[config.mk]
export PLATFORM = sky130hd
export DESIGN_NAME = tdc_multichannel
export DESIGN_NICKNAME = d
export VERILOG_FILES = /design/src/rtl/tdc_multichannel.sv
export SDC_FILE = /design/constraint.sdc
export NUM_CORES = 1
export LEC_CHECK = 0
export CORE_ASPECT_RATIO = 0.9
export CORE_MARGIN = 3
export CORE_UTILIZATION = 50
export CTS_CLUSTER_SIZE = 30
export DETAILED_ROUTE_END_ITERATION = 10
export PLACE_DENSITY = 0.85
export SYNTH_ARGS = -nofsm -noshare
export SYNTH_HDL_FRONTEND = slang
export SYNTH_SLANG_ARGS = --single-unit
export TNS_END_PERCENT = 1
[constraint.sdc]
create_clock -name clk -period 3.3 [get_ports clk]
set_clock_uncertainty 0.1 [all_clocks]
set_input_delay 0.33 -clock clk [delete_from_list [all_inputs] [get_ports clk]]
set_output_delay 0.33 -clock clk [all_outputs]
set_load 0.05 [all_outputs]
[src/rtl/tdc_multichannel.sv]
// Multichannel time-to-digital converter. Each stop input is synchronized,
// debounced and edge-detected, then the first qualifying edge latches the shared run counter.
module tdc_multichannel #(
    parameter int CH          = 4,
    parameter int W           = 8,
    parameter int SYNC_STAGES = 3,
    parameter int DEB_LEN     = 3
) (
    input  logic            clk,
    input  logic            rst,
    input  logic            start,
    input  logic            edge_sel,
    input  logic [CH-1:0]   ch_in,
    input  logic            ack,
    output logic            ready,
    output logic            running,
    output logic            valid,
    output logic [CH-1:0]   hit,
    output logic            overflow,
    output logic [CH*W-1:0] count_out
);
    localparam logic [W-1:0]   CNT_MAX   = {W{1'b1}};
    localparam int             DW        = (DEB_LEN > 1) ? $clog2(DEB_LEN) : 1;
    localparam logic [DW-1:0]  DEB_LAST  = DW'(DEB_LEN - 1);
    localparam int             WUW       = $clog2(SYNC_STAGES + 2);
    localparam logic [WUW-1:0] WARM_DONE = WUW'(SYNC_STAGES + 1);

    typedef enum logic [1:0] {
        S_IDLE = 2'd0,
        S_RUN  = 2'd1,
        S_DONE = 2'd2
    } state_t;

    logic [SYNC_STAGES-1:0][CH-1:0] sync_r;
    logic [CH-1:0]                  sync_out_s;
    logic [WUW-1:0]                 warm_r;
    logic                           primed_s;
    logic [CH-1:0][DW-1:0]          deb_cnt_r;
    logic [CH-1:0]                  deb_r;
    logic [CH-1:0]                  deb_prev_r;
    logic [CH-1:0]                  det_s;

    state_t                         state_r;
    logic [W-1:0]                   cnt_r;
    logic [CH-1:0]                  hit_r;
    logic [CH-1:0][W-1:0]           cap_r;
    logic                           ovf_r;
    logic                           edge_sel_r;
    logic                           ready_r;
    logic                           running_r;
    logic                           valid_r;

    logic [CH-1:0]                  hit_next_s;
    logic [CH-1:0][W-1:0]           cap_next_s;
    logic                           all_hit_s;
    logic                           sat_s;

    assign sync_out_s = sync_r[SYNC_STAGES-1];
    assign primed_s   = (warm_r == WARM_DONE);

    // Synchronizer shift chain, one lane per channel
    always_ff @(posedge clk or posedge rst) begin
        if (rst) begin
            sync_r <= '0;
        end else begin
            sync_r[0] <= ch_in;
            for (int s = 1; s < SYNC_STAGES; s++) begin
                sync_r[s] <= sync_r[s-1];
            end
        end
    end

    // Post-reset warm-up: wait until the synchronizer holds real input samples
    always_ff @(posedge clk or posedge rst) begin
        if (rst) begin
            warm_r <= '0;
        end else if (warm_r != WARM_DONE) begin
            warm_r <= warm_r + WUW'(1);
        end else begin
            warm_r <= warm_r;
        end
    end

    // Debounce and edge history; seeded straight from the synchronizer during warm-up
    // so a level already present at reset release never looks like an edge
    always_ff @(posedge clk or posedge rst) begin
        if (rst) begin
            deb_r      <= '0;
            deb_prev_r <= '0;
            deb_cnt_r  <= '0;
        end else if (!primed_s) begin
            deb_r      <= sync_out_s;
            deb_prev_r <= sync_out_s;
            deb_cnt_r  <= '0;
        end else begin
            deb_prev_r <= deb_r;
            for (int i = 0; i < CH; i++) begin
                if (sync_out_s[i] == deb_r[i]) begin
                    deb_cnt_r[i] <= '0;
                end else if (deb_cnt_r[i] == DEB_LAST) begin
                    deb_r[i]     <= sync_out_s[i];
                    deb_cnt_r[i] <= '0;
                end else begin
                    deb_cnt_r[i] <= deb_cnt_r[i] + DW'(1);
                end
            end
        end
    end

    // One-cycle detect pulse on the debounced edge of the latched polarity
    always_comb begin
        det_s = '0;
        if (primed_s) begin
            if (edge_sel_r) begin
                det_s = deb_prev_r & ~deb_r;
            end else begin
                det_s = deb_r & ~deb_prev_r;
            end
        end else begin
            det_s = '0;
        end
    end

    // Capture next-state: first edge wins, unhit channels pinned to full scale on saturation
    always_comb begin
        hit_next_s = hit_r;
        cap_next_s = cap_r;
        for (int i = 0; i < CH; i++) begin
            if (det_s[i] && !hit_r[i]) begin
                hit_next_s[i] = 1'b1;
                cap_next_s[i] = cnt_r;
            end else begin
                hit_next_s[i] = hit_r[i];
            end
        end
        all_hit_s = &hit_next_s;
        sat_s     = (cnt_r == CNT_MAX);
        for (int i = 0; i < CH; i++) begin
            if (sat_s && !hit_next_s[i]) begin
                cap_next_s[i] = CNT_MAX;
            end else begin
                cap_next_s[i] = cap_next_s[i];
            end
        end
    end

    // Measurement FSM with registered status flags
    always_ff @(posedge clk or posedge rst) begin
        if (rst) begin
            state_r    <= S_IDLE;
            cnt_r      <= '0;
            hit_r      <= '0;
            cap_r      <= '0;
            ovf_r      <= 1'b0;
            edge_sel_r <= 1'b0;
            ready_r    <= 1'b1;
            running_r  <= 1'b0;
            valid_r    <= 1'b0;
        end else begin
            case (state_r)
                S_IDLE: begin
                    if (start) begin
                        cnt_r      <= '0;
                        hit_r      <= '0;
                        cap_r      <= '0;
                        ovf_r      <= 1'b0;
                        edge_sel_r <= edge_sel;
                        state_r    <= S_RUN;
                        ready_r    <= 1'b0;
                        running_r  <= 1'b1;
                    end
                end
                S_RUN: begin
                    hit_r <= hit_next_s;
                    cap_r <= cap_next_s;
                    if (all_hit_s || sat_s) begin
                        ovf_r     <= ~all_hit_s;
                        state_r   <= S_DONE;
                        running_r <= 1'b0;
                        valid_r   <= 1'b1;
                    end else begin
                        cnt_r <= cnt_r + W'(1);
                    end
                end
                S_DONE: begin
                    if (ack) begin
                        state_r <= S_IDLE;
                        valid_r <= 1'b0;
                        ready_r <= 1'b1;
                    end
                end
                default: begin
                    state_r   <= S_IDLE;
                    ready_r   <= 1'b1;
                    running_r <= 1'b0;
                    valid_r   <= 1'b0;
                end
            endcase
        end
    end

    assign ready     = ready_r;
    assign running   = running_r;
    assign valid     = valid_r;
    assign hit       = hit_r;
    assign overflow  = ovf_r;
    assign count_out = cap_r;

endmodule

==> results.sh <==
export IMPL_floorplan_initialDensity=0.522
export IMPL_yosysTopAreaCell="dfrtp_1"
export IMPL_ir_drop_v=0.000704
export IMPL_final_net_count=361
export IMPL_rows=28
export IMPL_worstMarginPinSlew_ns=0.865
export IMPL_timing_final_crit_share=0.813
export IMPL_fin_crit_ns=2.68
export IMPL_die_w_um=93.6
export IMPL_num_vias=2409
export IMPL_critPathMaxFanout=10
export IMPL_hold_viol=0
export IMPL_ant_nets=0
export IMPL_hpwl_mm=4.81
export IMPL_cts_htree_levels=3
export IMPL_ys_ff_latch=82
export IMPL_drt_wl_total_mm=6.96
export IMPL_final_common_cell="dfrtp_1"
export IMPL_synth_area_um2=3450
export IMPL_grt_pass1_vias=2352
export IMPL_slew_viol_final=0
export IMPL_worst_path_buf_inv=0
export IMPL_critPathArrivalTime_ns=2.82
export IMPL_drive_above_1_share=0.169
export IMPL_worstHoldPathType="reg -> reg"
export IMPL_hold_ws_ns=0.250
export IMPL_p_per_area_nw_per_um2=940
export IMPL_crit_path_start_kind="flip-flop"
export IMPL_grt_pass1_wl_mm=11.8
export IMPL_io_pins=49
export IMPL_cts_tree="done"
export IMPL_synth_area_leaders="dfrtp_1 (59%), mux2_2 (8.8%), a21oi_1 (3.0%)"
export IMPL_power_frac_seq=0.382
export IMPL_cts_setup_buffers=0
export IMPL_cpLargestDelayFamily="simple AND/OR/NAND/NOR gates"
export IMPL_path_common_cell="nor2_1"
export IMPL_synth_top_area_share=0.587
export IMPL_syn_avg_cell_area_um2=11.7
export IMPL_endpoint_kind="flip-flop"
export IMPL_cts_sinks=82
export IMPL_cts_hold_buf=0
export IMPL_p_sw_frac=0.424
export IMPL_antenna_found_initial=0
export IMPL_dieArea_um2=7940
export IMPL_final_cell_mix="dfrtp_1 (81), clkdlybuf4s50_1 (48), mux2_2 (27)"
export IMPL_slew_headroom=0.423
export IMPL_outcome="complete, no violations"
export IMPL_via_per_inst=5.43
export IMPL_grt_use_total=0.192
export IMPL_max_freq_ghz=0.373
export IMPL_pwr_share_clk=0.181
export IMPL_cp_slowest_cell="o31ai_4"
export IMPL_power_leakage_nw=1.82
export IMPL_routedWlPerCell_um=15.7
export IMPL_criticalPathCategory="reg -> reg"
export IMPL_synthDistinctLibCells=42
export IMPL_area_growth_pct=23.1
export IMPL_worstSkewPairLatency_ns=0.35
export IMPL_ys_warnings_count=0
export IMPL_portBuffers=48
export IMPL_cts_clk_slew_worst_paths_ns=0.08
export IMPL_place_congestion=0.876
export IMPL_cp_required_ns=3.44
export IMPL_cp_cell_sequence="ha_1 > nand3_1 > nor2_1 > nor2_1 > o31ai_4 > mux2_2"
export IMPL_coreArea_um2=6620
export IMPL_rsz0062_at_grt="no"
export IMPL_max_stage_delay_ns=0.50
export IMPL_cts_repair_resized=0
export IMPL_drt_iter0_markers=148
export IMPL_cts_buffer_depth=2
export IMPL_p_int_w=0.00230
export IMPL_setup_tns_ns=0
export IMPL_fp_dieH_um=84.9
export IMPL_drv_max_cap_violation_count=0
export IMPL_comb_power_share=0.436
export IMPL_drc_errors=0
export IMPL_cts_root_buf="clkbuf_8"
export IMPL_yosysSeqAreaShare=0.594
export IMPL_drt_first_pass_iters=4
export IMPL_antenna_cells=0
export IMPL_p_switching_w=0.00169
export IMPL_cts_buffers=9
export IMPL_setup_viol=0
export IMPL_grt_max_degree=52
export IMPL_postSynthCellCount=295
export IMPL_overflow=0
export IMPL_syn_num_nets=307
[cell type report]
| type | instances | area [µm²] |
|---|---|---|
| fillers | 497 | 2370 |
| clock inverters | 2 | 35.0 |
| clock buffers | 14 | 163 |
| repair buffers | 54 | 538 |
| well taps | 90 | 113 |
| multi-input cells | 185 | 1290 |
| inverters | 17 | 65.1 |
| flip-flops and latches | 82 | 2050 |
[path summary, 6_finish.rpt]
check / startpoint / to / slack [ns] / cells past startpoint
max: cnt_r[1] / count_out[14] / 0.62 / 6
min: sync_r[3] / sync_r[7] / 0.25 / 0
max reg2reg: cnt_r[1] / count_out[14] / 0.62 / 6
min reg2reg: sync_r[3] / sync_r[7] / 0.25 / 0
max in group asynchronous: rst / ready / 2.04 / 3
min in group asynchronous: rst / sync_r[0] / 0.35 / 2
[power by group through the flow]
| stage | combinational (W) | sequential, W | clock (W) |
|---|---|---|---|
| 3_3_place_gp | 0.00170 | 0.00153 | 0 |
| 5_1_grt | 0.00186 | 0.00157 | 0.000789 |
| 2_1_floorplan | 0.000888 | 0.00190 | 0 |
| 6_report | 0.00174 | 0.00153 | 0.000725 |
| 3_5_place_dp | 0.00174 | 0.00154 | 0 |
| 4_1_cts | 0.00175 | 0.00153 | 0.000743 |
[flip-flops by register name (all words and copies together) (netlist names)]
name and count:
deb_r 4, cnt_r 8, state_r 2, warm_r 3, deb_cnt_r 8, hit 4, count_out 32, sync_out_s 4
edge_sel_r 1, running 1, valid 1, deb_prev_r 4, overflow 1, sync_r 8, ready 1
[cell usage after synthesis (all sizes together)]
master   n
dfrtp   81
mux2    27
nand2   26
a21oi   22
nor2    20
o21ai   20
inv     17
nor4    14
clkbuf   6
o211ai   6
buf      5
nand3b   5
xnor2    5
and2     4
o31ai    4
or3b     4
ha       3
mux2i    3
nand3    3
nor3     3
or4      3
nor2b    2
o41ai    2
or2      2
a22oi    1
a31o     1
dfstp    1
nand2b   1
nand4    1
o22a     1
o311ai   1
or3      1
[cells by family (layout without fill, tap and decap cells)]
| family | Yosys count | count (layout) | synth area share |
|---|---|---|---|
| DFF | 82 | 82 | 0.594 |
| muxes | 30 | 30 | 0.0967 |
| buffers and inverters | 28 | 87 | 0.0333 |
| adders and majority gates | 3 | 3 | 0.0109 |
| and+or+nand+nor | 89 | 89 | 0.139 |
| AOI/OAI and AO/OA | 58 | 58 | 0.113 |
| xor gates and xnor gates | 5 | 5 | 0.0127 |
[metal layers]
metal | share of wire | vias to the layer above | track usage | routed length (µm)
met5 | 0 | - | 0 | 0
met4 | 0.018 | 0 | 0.0801 | 122
met3 | 0.053 | 11 | 0.0434 | 368
met2 | 0.45 | 68 | 0.274 | 3170
met1 | 0.47 | 1180 | 0.286 | 3300
li1 | - | 1150 | - | -
[stage by stage]
stage                      util  instance area, µm²  power, W  instances  setup slack [ns]
after CTS                 0.642                4250   0.00402        444             0.666
after floorplan               -                3450   0.00279        295             0.763
after global routing      0.642                4250   0.00422        444             0.413
after detailed placement  0.612                4060   0.00328        428             0.695
after global placement    0.612                4060   0.00323        428             0.747
final                     0.642                4250   0.00400        444             0.618
No activity file was read; power rests on OpenSTA's default activity.
